$ cat config.mk
export PLATFORM = sky130hd
export DESIGN_NAME = kernel_coeff_loader
export DESIGN_NICKNAME = d
export VERILOG_FILES = /design/src/rtl/kernel_pkg.sv /design/src/rtl/kernel_rom.sv /design/src/rtl/kernel_coeff_loader.sv
export SDC_FILE = /design/constraint.sdc
export NUM_CORES = 1
export LEC_CHECK = 0
export ABC_AREA = 1
export CAP_MARGIN = 10
export CORE_ASPECT_RATIO = 1.75
export CORE_MARGIN = 10
export CORE_UTILIZATION = 50
export DETAILED_ROUTE_END_ITERATION = 8
export GPL_ROUTABILITY_DRIVEN = 1
export PLACE_DENSITY = 0.75
export SETUP_SLACK_MARGIN = 0.05
export SLEW_MARGIN = 10
export SYNTH_ARGS = -nofsm -noshare
export SYNTH_HDL_FRONTEND = slang
export SYNTH_HIERARCHICAL = 1
export SYNTH_SLANG_ARGS = --single-unit
export TNS_END_PERCENT = 5
$ cat constraint.sdc
create_clock -name i_clk -period 3 [get_ports i_clk]
set_input_delay 0.3 -clock i_clk [delete_from_list [all_inputs] [get_ports i_clk]]
set_output_delay 0.3 -clock i_clk [all_outputs]
set_load 0.005 [all_outputs]
$ cat src/rtl/kernel_pkg.sv
// Shared types and coefficient ROM image for the kernel coefficient loader.
// Define KERNEL_NORM_EN to load word 9 as the normalisation shift.
package kernel_pkg;

    localparam int COEFF_W = 8;
    localparam int KWORDS  = 16;

`ifdef KERNEL_NORM_EN
    localparam int N_WORDS = 10;
`else
    localparam int N_WORDS = 9;
`endif

    typedef logic signed [COEFF_W-1:0] coeff_t;

    typedef enum logic [1:0] {
        IDLE,
        LOAD,
        WAIT_FRAME
    } state_t;

    typedef logic [KWORDS-1:0][COEFF_W-1:0] kword_t;
    typedef kword_t [7:0] rom_t;

    // Words 0..8 row-major coefficients, word 9 shift, 10..15 unused.
    function automatic kword_t kw(
        input int c0, input int c1, input int c2,
        input int c3, input int c4, input int c5,
        input int c6, input int c7, input int c8,
        input int s
    );
        kword_t w;
        w    = '0;
        w[0] = COEFF_W'(c0);
        w[1] = COEFF_W'(c1);
        w[2] = COEFF_W'(c2);
        w[3] = COEFF_W'(c3);
        w[4] = COEFF_W'(c4);
        w[5] = COEFF_W'(c5);
        w[6] = COEFF_W'(c6);
        w[7] = COEFF_W'(c7);
        w[8] = COEFF_W'(c8);
        w[9] = COEFF_W'(s);
        return w;
    endfunction

    function automatic kword_t kern(input logic [2:0] k);
        kword_t w;
        case (k)
            3'd0:    w = kw( 0,  0,  0,  0,  1,  0,  0,  0,  0, 0);
            3'd1:    w = kw( 1,  1,  1,  1,  1,  1,  1,  1,  1, 3);
            3'd2:    w = kw( 0, -1,  0, -1,  4, -1,  0, -1,  0, 0);
            3'd3:    w = kw( 0, -1,  0, -1,  5, -1,  0, -1,  0, 0);
            3'd4:    w = kw( 1,  2,  1,  2,  4,  2,  1,  2,  1, 4);
            3'd5:    w = kw(-1,  0,  1, -2,  0,  2, -1,  0,  1, 0);
            3'd6:    w = kw(-1, -2, -1,  0,  0,  0,  1,  2,  1, 0);
            default: w = kw(-2, -1,  0, -1,  1,  1,  0,  1,  2, 0);
        endcase
        return w;
    endfunction

    localparam rom_t KERNEL_ROM = {
        kern(3'd7), kern(3'd6), kern(3'd5), kern(3'd4),
        kern(3'd3), kern(3'd2), kern(3'd1), kern(3'd0)
    };

endpackage

$ cat src/rtl/kernel_rom.sv
// Registered-read coefficient ROM, address {kernel, word}.
// Kernels beyond N_KERNELS read as zero.
module kernel_rom
    import kernel_pkg::*;
#(
    parameter int N_KERNELS = 8
) (
    input  logic       i_clk,
    input  logic       i_reset_n,
    input  logic       i_en,
    input  logic [6:0] i_addr,
    output coeff_t     o_data
);

    logic in_range;

    assign in_range = {29'd0, i_addr[6:4]} < N_KERNELS;

    always_ff @(posedge i_clk or negedge i_reset_n) begin
        if (!i_reset_n) begin
            o_data <= '0;
        end else if (i_en) begin
            o_data <= in_range
                ? coeff_t'(KERNEL_ROM[i_addr[6:4]][i_addr[3:0]])
                : '0;
        end
    end

endmodule

$ cat src/rtl/kernel_coeff_loader.sv
// Streams a 3x3 kernel from ROM into a shadow bank, swaps it in on a frame boundary.
// Define KERNEL_NORM_EN to also load and swap the normalisation shift.
module kernel_coeff_loader
    import kernel_pkg::*;
#(
    parameter int COEFF_W   = kernel_pkg::COEFF_W,
    parameter int N_KERNELS = 8
) (
    input  logic                 i_clk,
    input  logic                 i_reset_n,
    input  logic [2:0]           i_address,
    input  logic                 i_frame_start,
    output logic [9*COEFF_W-1:0] o_coeff,
    output logic [3:0]           o_shift,
    output logic [2:0]           o_kernel_id,
    output logic                 o_valid,
    output logic                 o_busy
);

    localparam logic [3:0] LAST = 4'(N_WORDS);

    state_t state;
    state_t state_nx;

    logic [2:0]           target;
    logic [3:0]           idx;
    logic                 load_start;
    logic                 swap;
    logic                 rom_en;
    logic [6:0]           rom_addr;
    coeff_t               rom_data;
    logic [COEFF_W-1:0]   shadow [0:8];
    logic [9*COEFF_W-1:0] coeff_q;
    logic [2:0]           kid_q;
    logic                 valid_q;
    logic                 wr_en;

    kernel_rom #(
        .N_KERNELS(N_KERNELS)
    ) u_rom (
        .i_clk    (i_clk),
        .i_reset_n(i_reset_n),
        .i_en     (rom_en),
        .i_addr   (rom_addr),
        .o_data   (rom_data)
    );

    always_ff @(posedge i_clk or negedge i_reset_n) begin
        if (!i_reset_n) begin
            state <= IDLE;
        end else begin
            state <= state_nx;
        end
    end

    always_comb begin
        state_nx   = state;
        load_start = 1'b0;
        swap       = 1'b0;
        unique case (state)
            IDLE: begin
                if (!valid_q || i_address != kid_q) begin
                    load_start = 1'b1;
                    state_nx   = LOAD;
                end
            end
            LOAD: begin
                if (i_address != target) begin
                    load_start = 1'b1;
                end else if (idx == LAST) begin
                    state_nx = WAIT_FRAME;
                end
            end
            WAIT_FRAME: begin
                // Swap wins over a same-cycle address change.
                if (i_frame_start) begin
                    swap     = 1'b1;
                    state_nx = IDLE;
                end else if (i_address != target) begin
                    load_start = 1'b1;
                    state_nx   = LOAD;
                end
            end
            default: state_nx = IDLE;
        endcase
    end

    always_comb begin
        o_busy   = (state != IDLE);
        rom_en   = (state == LOAD) && (idx < LAST);
        rom_addr = {target, idx};
        wr_en    = (state == LOAD) && !load_start && (idx != 4'd0);
    end

    // Word idx-1 returns from ROM while idx is presented.
    always_ff @(posedge i_clk or negedge i_reset_n) begin
        if (!i_reset_n) begin
            target <= '0;
            idx    <= '0;
            for (int i = 0; i < 9; i++) begin
                shadow[i] <= '0;
            end
        end else begin
            if (load_start) begin
                target <= i_address;
                idx    <= '0;
            end else if (state == LOAD && idx != LAST) begin
                idx <= idx + 4'd1;
            end
            for (int i = 0; i < 9; i++) begin
                if (wr_en && idx == 4'(i + 1)) begin
                    shadow[i] <= COEFF_W'(rom_data);
                end
            end
        end
    end

    always_ff @(posedge i_clk or negedge i_reset_n) begin
        if (!i_reset_n) begin
            coeff_q <= '0;
            kid_q   <= '0;
            valid_q <= 1'b0;
        end else if (swap) begin
            for (int i = 0; i < 9; i++) begin
                coeff_q[i*COEFF_W +: COEFF_W] <= shadow[i];
            end
            kid_q   <= target;
            valid_q <= 1'b1;
        end
    end

`ifdef KERNEL_NORM_EN
    logic [3:0] shadow_shift;
    logic [3:0] shift_q;

    always_ff @(posedge i_clk or negedge i_reset_n) begin
        if (!i_reset_n) begin
            shadow_shift <= '0;
            shift_q      <= '0;
        end else begin
            if (wr_en && idx == 4'd10) begin
                shadow_shift <= rom_data[3:0];
            end
            if (swap) begin
                shift_q <= shadow_shift;
            end
        end
    end

    assign o_shift = shift_q;
`else
    assign o_shift = 4'd0;
`endif

    assign o_coeff     = coeff_q;
    assign o_kernel_id = kid_q;
    assign o_valid     = valid_q;

endmodule
==> results of run 1 <==
==> cells by family after synthesis <==
group | Yosys count | share of synthesized area [%]
buffers and inverters | 73 | 5.45
adder cells (fa/ha/maj) | 5 | 0.899
AO/OA/AOI/OAI | 23 | 1.91
multiplexers | 72 | 11.7
XOR/XNOR | 2 | 0.252
other | 1 | 0.0539
flip-flops | 161 | 57.9
AND/OR/NAND/NOR | 345 | 21.9
==> report_power, final <==
part	internal [mW]	switching, mW	leakage [nW]
combinational	0.0606	0.183	1.86
sequential	2.19	0.0513	2.23
clock	1.22	0.866	0.278
==> routing by layer <==
metal,vias to the layer above,routed length (um)
li1,2377,-
met1,2585,5920
met2,174,8550
met3,36,837
met4,0,397
met5,-,0
==> Yosys cell counts <==
cell type | number | area, sq um
nand2_1 | 208 | 781
ha_1 | 5 | 62.6
clkinv_1 | 2 | 7.51
dfrtp_1 | 161 | 4030
or2_1 | 1 | 6.26
nor2_2 | 9 | 56.3
nor2_8 | 1 | 20.0
nor2_4 | 1 | 11.3
a21oi_4 | 1 | 16.3
nor3_1 | 1 | 5.00
buf_2 | 9 | 45.0
inv_2 | 9 | 33.8
nor3_2 | 1 | 10.0
xor2_1 | 1 | 8.76
buf_6 | 7 | 78.8
o21ai_1 | 5 | 25.0
o22ai_1 | 1 | 6.26
buf_4 | 11 | 82.6
nand4_1 | 13 | 81.3
nand3_1 | 90 | 450
nor4_1 | 1 | 6.26
a21oi_1 | 4 | 20.0
inv_1 | 27 | 101
nand2_4 | 1 | 11.3
mux2_2 | 72 | 811
nor2_1 | 13 | 48.8
nand2_2 | 3 | 18.8
o211ai_1 | 1 | 7.51
nand3b_1 | 2 | 15.0
a22oi_1 | 1 | 7.51
o21ai_0 | 10 | 50.1
clkbuf_1 | 8 | 30.0
xnor2_1 | 1 | 8.76
conb_1 | 1 | 3.75
==> cell type report <==
cell class	count	area, sq um	share of cell area [%]
Clock buffer	22	474	5.60
Clock inverter	10	98.8	1.17
Inverter	38	143	1.69
Multi-Input combinational cell	451	2570	30.4
Sequential cell	161	4030	47.6
Tap cell	177	221	2.62
Timing Repair Buffer	90	922	10.9
==> metrics by stage <==
step / area (sq um) / hold WS [ns] / setup WS (ns) / utilization (%)
6_report: 8460 / 0.443 / 0.649 / 61.5
5_1_grt: 8460 / 0.483 / 0.487 / 61.5
4_1_cts: 8460 / 0.464 / 0.674 / 61.5
3_5_place_dp: 7880 / 0.340 / 0.550 / 57.2
3_3_place_gp: 7880 / 0.324 / 0.631 / 57.2
2_1_floorplan: 6970 / 0.00441 / 1.29 / -
==> flip-flops by register name, summed over array words and instances (netlist names) <==
register      flops
o_coeff          72
o_valid           1
u_rom/o_data      4
state             2
o_kernel_id       3
idx               4
target            3
shadow           72
==> worst min path at each step <==
stage | startpoint | end | slack (ns) | cells after the start
final | i_reset_n | o_coeff[3] | 0.44 | 2
after CTS | i_reset_n | o_coeff[20] | 0.46 | 2
after global routing | i_reset_n | o_coeff[20] | 0.48 | 2
after detailed placement | i_reset_n | o_coeff[20] | 0.34 | 1
after floorplan | i_reset_n | idx[0] | 0.004 | 0
after global placement | i_reset_n | o_coeff[19] | 0.32 | 1
==> cells in the final DEF (no fill, tap or decap), drive strengths merged <==
cell	netlist	layout
nand2	212	212
dfrtp	161	161
nand3	90	90
clkdlybuf4s50	0	81
mux2	72	72
inv	36	39
nor2	24	24
clkbuf	8	22
o21ai	15	15
nand4	13	13
buf	27	8
clkinv	2	6
ha	5	5
a21oi	5	5
conb	1	4
nand3b	2	2
clkinvlp	0	2
nor3	2	2
xnor2	1	1
o22ai	1	1
xor2	1	1
bufinv	0	1
dlygate4sd3	0	1
o211ai	1	1
nor4	1	1
a22oi	1	1
or2	1	1
==> worst max-delay path, cell delays in order (launching register included) <==
cell and delay (ns):
dfrtp_1 0.60, inv_1 0.14, ha_1 0.27, a21oi_4 0.31, inv_2 0.11, nor2_8 0.36
buf_12 0.26, nand3_1 0.11, nand2_1 0.10
==> results.md, run 1 <==
* CTS root buffer: clkbuf_16
* Port Buf Inserts at 82
* CTS buffer count at 17
* Global-route track usage on met3 at approximately 3.5%
* Fraction of layout cells with a size suffix above 1 at between 10% and 20%
* Yosys warning count at 6
* Final net count at between 700 and 800
* Fmax at roughly 0.43 GHz
* Source of the worst register-to-register timing path: idx[1]
* Areal power density over the cells at approximately 540 mW/mm^2
* Placement Rows at 57
* DRC at 0
* Netlist area before placement at around 0.0070 sq mm
* Setup crit end kind: flop
* Number of top-level pins at a little under 90
* Initial antenna violation count at 0
* Clock latency on the worst-skew pair at between 0.4 and 0.5 ns
* Post-synthesis register bit count at between 150 and 200
* # hold bufs at CTS at 1
* Initial Util at ~51%
* Syn avg cell area at about 10 sq um
* Average wire per cell in the routed design at ~17 um
* Cells after DPL at 916
* Die Outline Area at slightly below 0.02 sq mm
* Met1 track demand over resource in global routing at approximately a fifth
* Critical path peak fanout at 42
* Fin crit period at 2.35 ns
* Overall power consumption at about 4.6 mW
* Endpoint of the worst-slack reg-to-reg timing path: shadow[38]
* Setup repair after global routing missed its margin: no
* Number of endpoints failing setup at the final stage at 0
* Max Cap Viol at 0
* Area Growth Syn to Fin at 21.6%
* Routing usage on met2 at 29.9%
* Placeable core region at about 0.014 sq mm
* End of the critical path: shadow[38]
* Final slew viol count at 0
* Largest net degree at the start of global routing at 95
* RD Place Congestion at between 0.8 and 0.9
* Share of synthesized area occupied by flip-flops and latches at roughly 58%
* Transition time at the pin with the least slew margin at around 0.63 ns
* Setup clock skew after layout at roughly 0.0092 ns
* Detailed placement HPWL at 10600 um
* Number of endpoints with negative hold slack in the final report at 0
* Detail-routed via count per cell at between 5 and 6
* Global route hottest layer: met2
* Number of fillers in the final layout at between 1000 and 1500
* Kind of start point of the critical path: flop
* Count of buffers added by post-CTS timing repair for setup at 0
* Maximum resistive drop on vdd at between 400 and 500 uV
* Count of antenna-violating nets left after detailed routing at 0
* Critical path origin: idx[1]
* Setup slack, reg-to-reg at around 0.65 ns
* Die Height at around 180 um
* Number of search-and-repair iterations in the first detailed-routing pass at 7
* Total Routing Usage GR at 16.9%
* Required time of the critical path at 3.35 ns
* Clock transition at the register clock pins on the worst setup and hold paths after CTS at about 0.070 ns
* Final Routed Wirelength at roughly 16000 um
* DRC violation total after the first TritonRoute iteration at 276
* Hold Path Class: input port to asynchronous set/reset pin
* Residual overflow from global routing at 0
* Gate count after technology mapping at between 600 and 700
* Maximum count of clock buffers along a single path at 2
* Final Non-Filler Cells at around 950
* Number of levels in the clock H-tree at 4
* Inserted Diodes at 0
* Number of library cell types mapped by synthesis at 34
* Vias in the first global route at ~5300
* Clock sink count at 161
* Critical path class: flop to flop
* CTS tree: built
* Run status: completed
* Horizontal die dimension at ~110 um
* Final TNS setup at 0 ns
* Leakage component of the power at roughly 4.4 nW
* Crit path arrival time at between 2 and 3 ns
* Headroom to the max-slew limit at a little under 60%
* First-pass GRT wire length at roughly 26000 um
* Overall via count from detail_route at 5172
* Final worst path period share at roughly four fifths
* Worst Reg2Reg Path Length in Cells at 8
* Post-CTS Resized at 0
Note: power is estimated with default switching activity, not from simulation.
==> inputs of run 2 (changes only) <==
==> constraint.sdc (replaced) <==
create_clock -name i_clk -period 2.2 [get_ports i_clk]
set_input_delay 0.22 -clock i_clk [delete_from_list [all_inputs] [get_ports i_clk]]
set_output_delay 0.22 -clock i_clk [all_outputs]
set_load 0.005 [all_outputs]
==> results.md, run 2 (synthesized netlist as in run 1, its figures left out) <==
* Setup repair after global routing missed its margin: no
* Crit path arrival time at about 2.3 ns
* Kind of start point of the critical path: flop
* CTS tree: built
* DRC at 0
* Maximum count of clock buffers along a single path at 2
* Net switching share of the total power at between 20% and 30%
* Detailed placement HPWL at ~11000 um
* Vias in the first global route at ~5300
* Cell with the biggest individual delay on the critical path: dfrtp_1
* Net switching power of the design at around 1.5 mW
* Die Height at between 150 and 200 um
* CTS buffer count at 17
* Share of the core filled with cells in the final layout at 62.5%
* Most frequent cells in the layout: nand2_1, dfrtp_1, nand3_1
* Largest net degree at the start of global routing at 68
* Detail-routed via count per cell at around 5.3
* Final net count at between 700 and 800
* Placeable core region at ~0.014 sq mm
* Setup clock skew after layout at around 0.009 ns
* Areal power density over the cells at between 700 and 800 mW/mm^2
* DRC violation total after the first TritonRoute iteration at around 370
* Number of top-level pins at 87
* Clock sink count at around 160
* Number of levels in the clock H-tree at 4
* Max Cap Viol at 0
* Transition time at the pin with the least slew margin at 0.625 ns
* Relative contribution of sequential cells to total power at between 40% and 50%
* Inserted Diodes at 0
* RD Place Congestion at 0.804
* Hold Path Class: input port to asynchronous set/reset pin
* Final worst path period share at about 90%
* Post-CTS Resized at 0
* Initial Util at 50.5%
* Die Outline Area at roughly 0.019 sq mm
* Part of the total power dissipated in the clock network at a little under half
* CP max stage delay at between 0.3 and 0.4 ns
* First-pass GRT wire length at between 20000 and 30000 um
* Worst setup slack after placement at ~0.066 ns
* Count of antenna-violating nets left after detailed routing at 0
* Average wire per cell in the routed design at roughly 16 um
* Fraction of layout cells with a size suffix above 1 at between 15 and 20%
* Number of endpoints failing setup at the final stage at 0
* Cell Int Power at approximately 4.9 mW
* Final Routed Wirelength at approximately 16000 um
* Initial antenna violation count at 0
* Worst hold margin at 0.351 ns
* Fin crit period at roughly 2 ns
* Min setup slack post-route at between 0.2 and 0.25 ns
* Area Growth Syn to Fin at 23.8%
* Fmax at around 0.51 GHz
* Sum of buffers and inverters on the critical path at 2
* Horizontal die dimension at approximately 110 um
* Port Buf Inserts at 82
* Final TNS setup at 0 ns
* Placement Rows at 57
* Setup crit end kind: flop
* Overall via count from detail_route at ~5000
* Total Routing Usage GR at between 10% and 20%
* Clock transition at the register clock pins on the worst setup and hold paths after CTS at ~0.06 ns
* Maximum resistive drop on vdd at 579 uV
* Critical path peak fanout at 9
* Family of cells with the greatest summed delay on the critical path: simple AND/OR/NAND/NOR gates
* Residual overflow from global routing at 0
* Number of search-and-repair iterations in the first detailed-routing pass at 5
* Clock latency on the worst-skew pair at around 0.42 ns
* Combinational Power Share at 5.4%
* Leakage component of the power at between 4 and 5 nW
* Cells traversed along the worst timing path: inv_1, ha_1, inv_1, nor2_2, nand4_1, nand2_1, nand2_1
* Critical path class: flop to flop
* Final slew viol count at 0
* Required time of the critical path at ~2.5 ns
* Headroom to the max-slew limit at between 50% and 60%
* Number of endpoints with negative hold slack in the final report at 0
* CTS root buffer: clkbuf_16
* Most common cell after layout, fill and taps aside: nand2_1
* Run status: completed
run 2: cell count changes in the layout (fill, tap and decap cells not counted), sizes merged:
| cell | before | now |
|---|---|---|
| buf | 8 | 21 |
| bufinv | 1 | 2 |
| clkbuf | 22 | 21 |
| clkinv | 6 | 7 |
| inv | 39 | 38 |
run 2: cell type report:
class | count | area [sq um]
fill | 1083 | 5150
clock inverter | 11 | 129
inverter | 38 | 143
sequential | 161 | 4030
timing repair buffer | 103 | 1040
clock buffer | 21 | 470
tap | 177 | 221
multi-input combinational | 451 | 2570
run 2: worst paths after layout:
| kind | startpoint | to | slack (ns) | depth (start not counted) |
|---|---|---|---|---|
| min in group i_clk | i_address[2] | target[2] | 0.48 | 3 |
| max | idx[0] | shadow[42] | 0.25 | 7 |
| max reg2reg | idx[0] | shadow[42] | 0.25 | 7 |
| min reg2reg | shadow[51] | shadow[51] | 0.48 | 2 |
| min | i_reset_n | o_coeff[22] | 0.35 | 2 |
| max in group asynchronous | i_reset_n | o_coeff[41] | 0.96 | 3 |
run 2: worst register-to-register path: cells and delay by family, from the launching register on:
family	cells	cell delay, ns
AND/OR/NAND/NOR	4	0.95
flip-flops	1	0.39
adder cells (fa/ha/maj)	1	0.28
buffers and inverters	2	0.23
run 2: repair_timing:
item,CTS,global route
setup buffers,0,1
endpoints found under the hold margin,63,0
hold buffers,1,0
endpoints found under the setup margin,0,1
run 2: metal layers:
metal / vias to the layer above / global-route usage [%] / wire (um)
met5: - / 0 / 0
met4: 0 / 6.57 / 305
met3: 22 / 4.16 / 826
met2: 141 / 30.7 / 8680
met1: 2534 / 18.9 / 5780
li1: 2416 / - / -
run 2: through the flow:
step / instance area, sq um / power (mW) / cells
6_report: 8610 / 6.36 / 962
3_3_place_gp: 7990 / 3.45 / 928
2_1_floorplan: 6970 / 3.32 / 685
3_5_place_dp: 7990 / 3.46 / 928
5_1_grt: 8610 / 6.60 / 962
4_1_cts: 8600 / 6.41 / 961
run 2: power groups by stage:
stage | combinational, mW | sequential, mW | clock, mW
finish | 0.343 | 3.07 | 2.94
global route | 0.386 | 3.07 | 3.14
CTS | 0.343 | 3.07 | 2.99
detailed placement | 0.340 | 3.12 | 0
global placement | 0.327 | 3.12 | 0
floorplan | 0.248 | 3.07 | 0
==> inputs of run 3 (changes only) <==
--- a/config.mk
+++ b/config.mk
@@ -12,7 +12,9 @@
 export CORE_UTILIZATION = 50
 export DETAILED_ROUTE_END_ITERATION = 8
 export GPL_ROUTABILITY_DRIVEN = 1
+export HOLD_SLACK_MARGIN = 0.05
 export PLACE_DENSITY = 0.75
+export RECOVER_POWER = 25
 export SETUP_SLACK_MARGIN = 0.05
 export SLEW_MARGIN = 10
 export SYNTH_ARGS = -nofsm -noshare
==> results.md, run 3 (synthesized netlist as in run 1, its figures left out) <==
* Largest net degree at the start of global routing at 68
* Overall via count from detail_route at 5119
* Horizontal die dimension at 109 um
* Post-CTS Resized at 0
* Die Outline Area at 0.0192 sq mm
* Number of endpoints with negative hold slack in the final report at 0
* Number of levels in the clock H-tree at 4
* Maximum count of clock buffers along a single path at 2
* Detail-routed via count per cell at between 5 and 6
* Critical path peak fanout at 9
* Setup repair after global routing missed its margin: no
* Residual overflow from global routing at 0
* Final worst path period share at between 80 and 90%
* Fmax at around 0.51 GHz
* Areal power density over the cells at between 700 and 800 mW/mm^2
* Count of antenna-violating nets left after detailed routing at 0
* CTS tree: built
* Port Buf Inserts at between 80 and 90
* Max Cap Viol at 0
* DRC at 0
* Number of endpoints failing setup at the final stage at 0
* Clock sink count at 161
* Crit path arrival time at between 2 and 2.5 ns
* Area Growth Syn to Fin at 23.5%
* Clock latency on the worst-skew pair at 0.42 ns
* Transition time at the pin with the least slew margin at ~0.8 ns
* Worst Reg2Reg Path Length in Cells at 7
* RD Place Congestion at approximately 0.8
* CTS buffer count at 17
* Final Routed Wirelength at roughly 16000 um
* Fin crit period at between 1.5 and 2 ns
* Hold Path Class: input port to asynchronous set/reset pin
* Initial Util at between 50 and 60%
* Final net count at ~800
* Overall power consumption at about 6.4 mW
* Leakage component of the power at 4.44 nW
* CTS root buffer: clkbuf_16
* Critical path class: flop to flop
* Maximum resistive drop on vdd at 582 uV
* First-pass GRT wire length at around 27000 um
* Most common cell after layout, fill and taps aside: nand2_1
* Headroom to the max-slew limit at about 48%
* Kind of start point of the critical path: flop
* Most frequent cells in the layout: nand2_1, dfrtp_1, nand3_1
* Worst hold margin at between 0.3 and 0.4 ns
* Initial antenna violation count at 0
* Fraction of layout cells with a size suffix above 1 at 19.1%
* Setup clock skew after layout at just over 0.009 ns
* Placeable core region at between 0.01 and 0.015 sq mm
* Required time of the critical path at between 2 and 3 ns
* Number of search-and-repair iterations in the first detailed-routing pass at 5
* Total Routing Usage GR at roughly 17%
* Final TNS setup at 0 ns
* Final slew viol count at 0
* Vias in the first global route at 5287
* Inserted Diodes at 0
* Clock transition at the register clock pins on the worst setup and hold paths after CTS at around 0.070 ns
* Placement Rows at 57
* Detailed placement HPWL at between 10000 and 15000 um
* Number of top-level pins at between 80 and 90
* Run status: completed
* Average wire per cell in the routed design at around 16 um
* DRC violation total after the first TritonRoute iteration at 374
* Setup crit end kind: flop
* Die Height at 176 um
## run 3: changes by cell type in the layout (fill, tap and decap cells not counted)
cell | before | now
buf_12 | 5 | 4
buf_4 | 15 | 14
clkbuf_1 | 1 | 2
clkbuf_2 | 0 | 1
## run 3: repair_timing
action                     CTS  global route
hold buffers                 1             0
setup endpoints to repair    0             1
setup buffers                0             1
hold endpoints to repair    63             0
## run 3: worst max-delay path: stages (launching register included)
cell,delay [ns]
dfrtp_1,0.39
inv_1,0.12
ha_1,0.27
inv_1,0.10
nor2_2,0.33
nand4_1,0.36
nand2_1,0.17
nand2_1,0.07
## run 3: layer usage
layer / GRT usage, % / up-vias / share of wire [%]
li1: - / 2412 / -
met1: 18.9 / 2557 / 38
met3: 4.16 / 27 / 4.7
met4: 6.57 / 0 / 2.0
met5: 0 / - / 0
met2: 30.7 / 123 / 56
## run 3: layout make-up
type                            instances  area (sq um)
Tap cell                              177           221
Multi-Input combinational cell        451          2570
Sequential cell                       161          4030
Clock inverter                         11           129
Clock buffer                           21           470
Fill cell                            1087          5170
Timing Repair Buffer                  103          1030
Inverter                               38           143
## run 3: metrics by stage
stage / utilization, % / area, sq um / instances / setup slack, ns
after floorplan: - / 6970 / 685 / 0.491
after global placement: 58.1 / 7990 / 928 / 0.133
after detailed placement: 58.1 / 7990 / 928 / 0.0665
after CTS: 62.5 / 8600 / 961 / 0.254
after global routing: 62.4 / 8590 / 962 / 0.0683
final: 62.4 / 8590 / 962 / 0.254
## run 3: worst paths after layout
check	end	start	slack (ns)
min in group i_clk	target[2]	i_address[2]	0.48
max	shadow[42]	idx[0]	0.25
min	o_coeff[22]	i_reset_n	0.34
max reg2reg	shadow[42]	idx[0]	0.25
min reg2reg	shadow[51]	shadow[51]	0.48
max in group asynchronous	shadow[7]	i_reset_n	0.63
## run 3: where the power goes
part | switching, mW | internal [mW]
clock network | 1.18 | 1.77
logic | 0.240 | 0.0974
registers | 0.0822 | 2.99
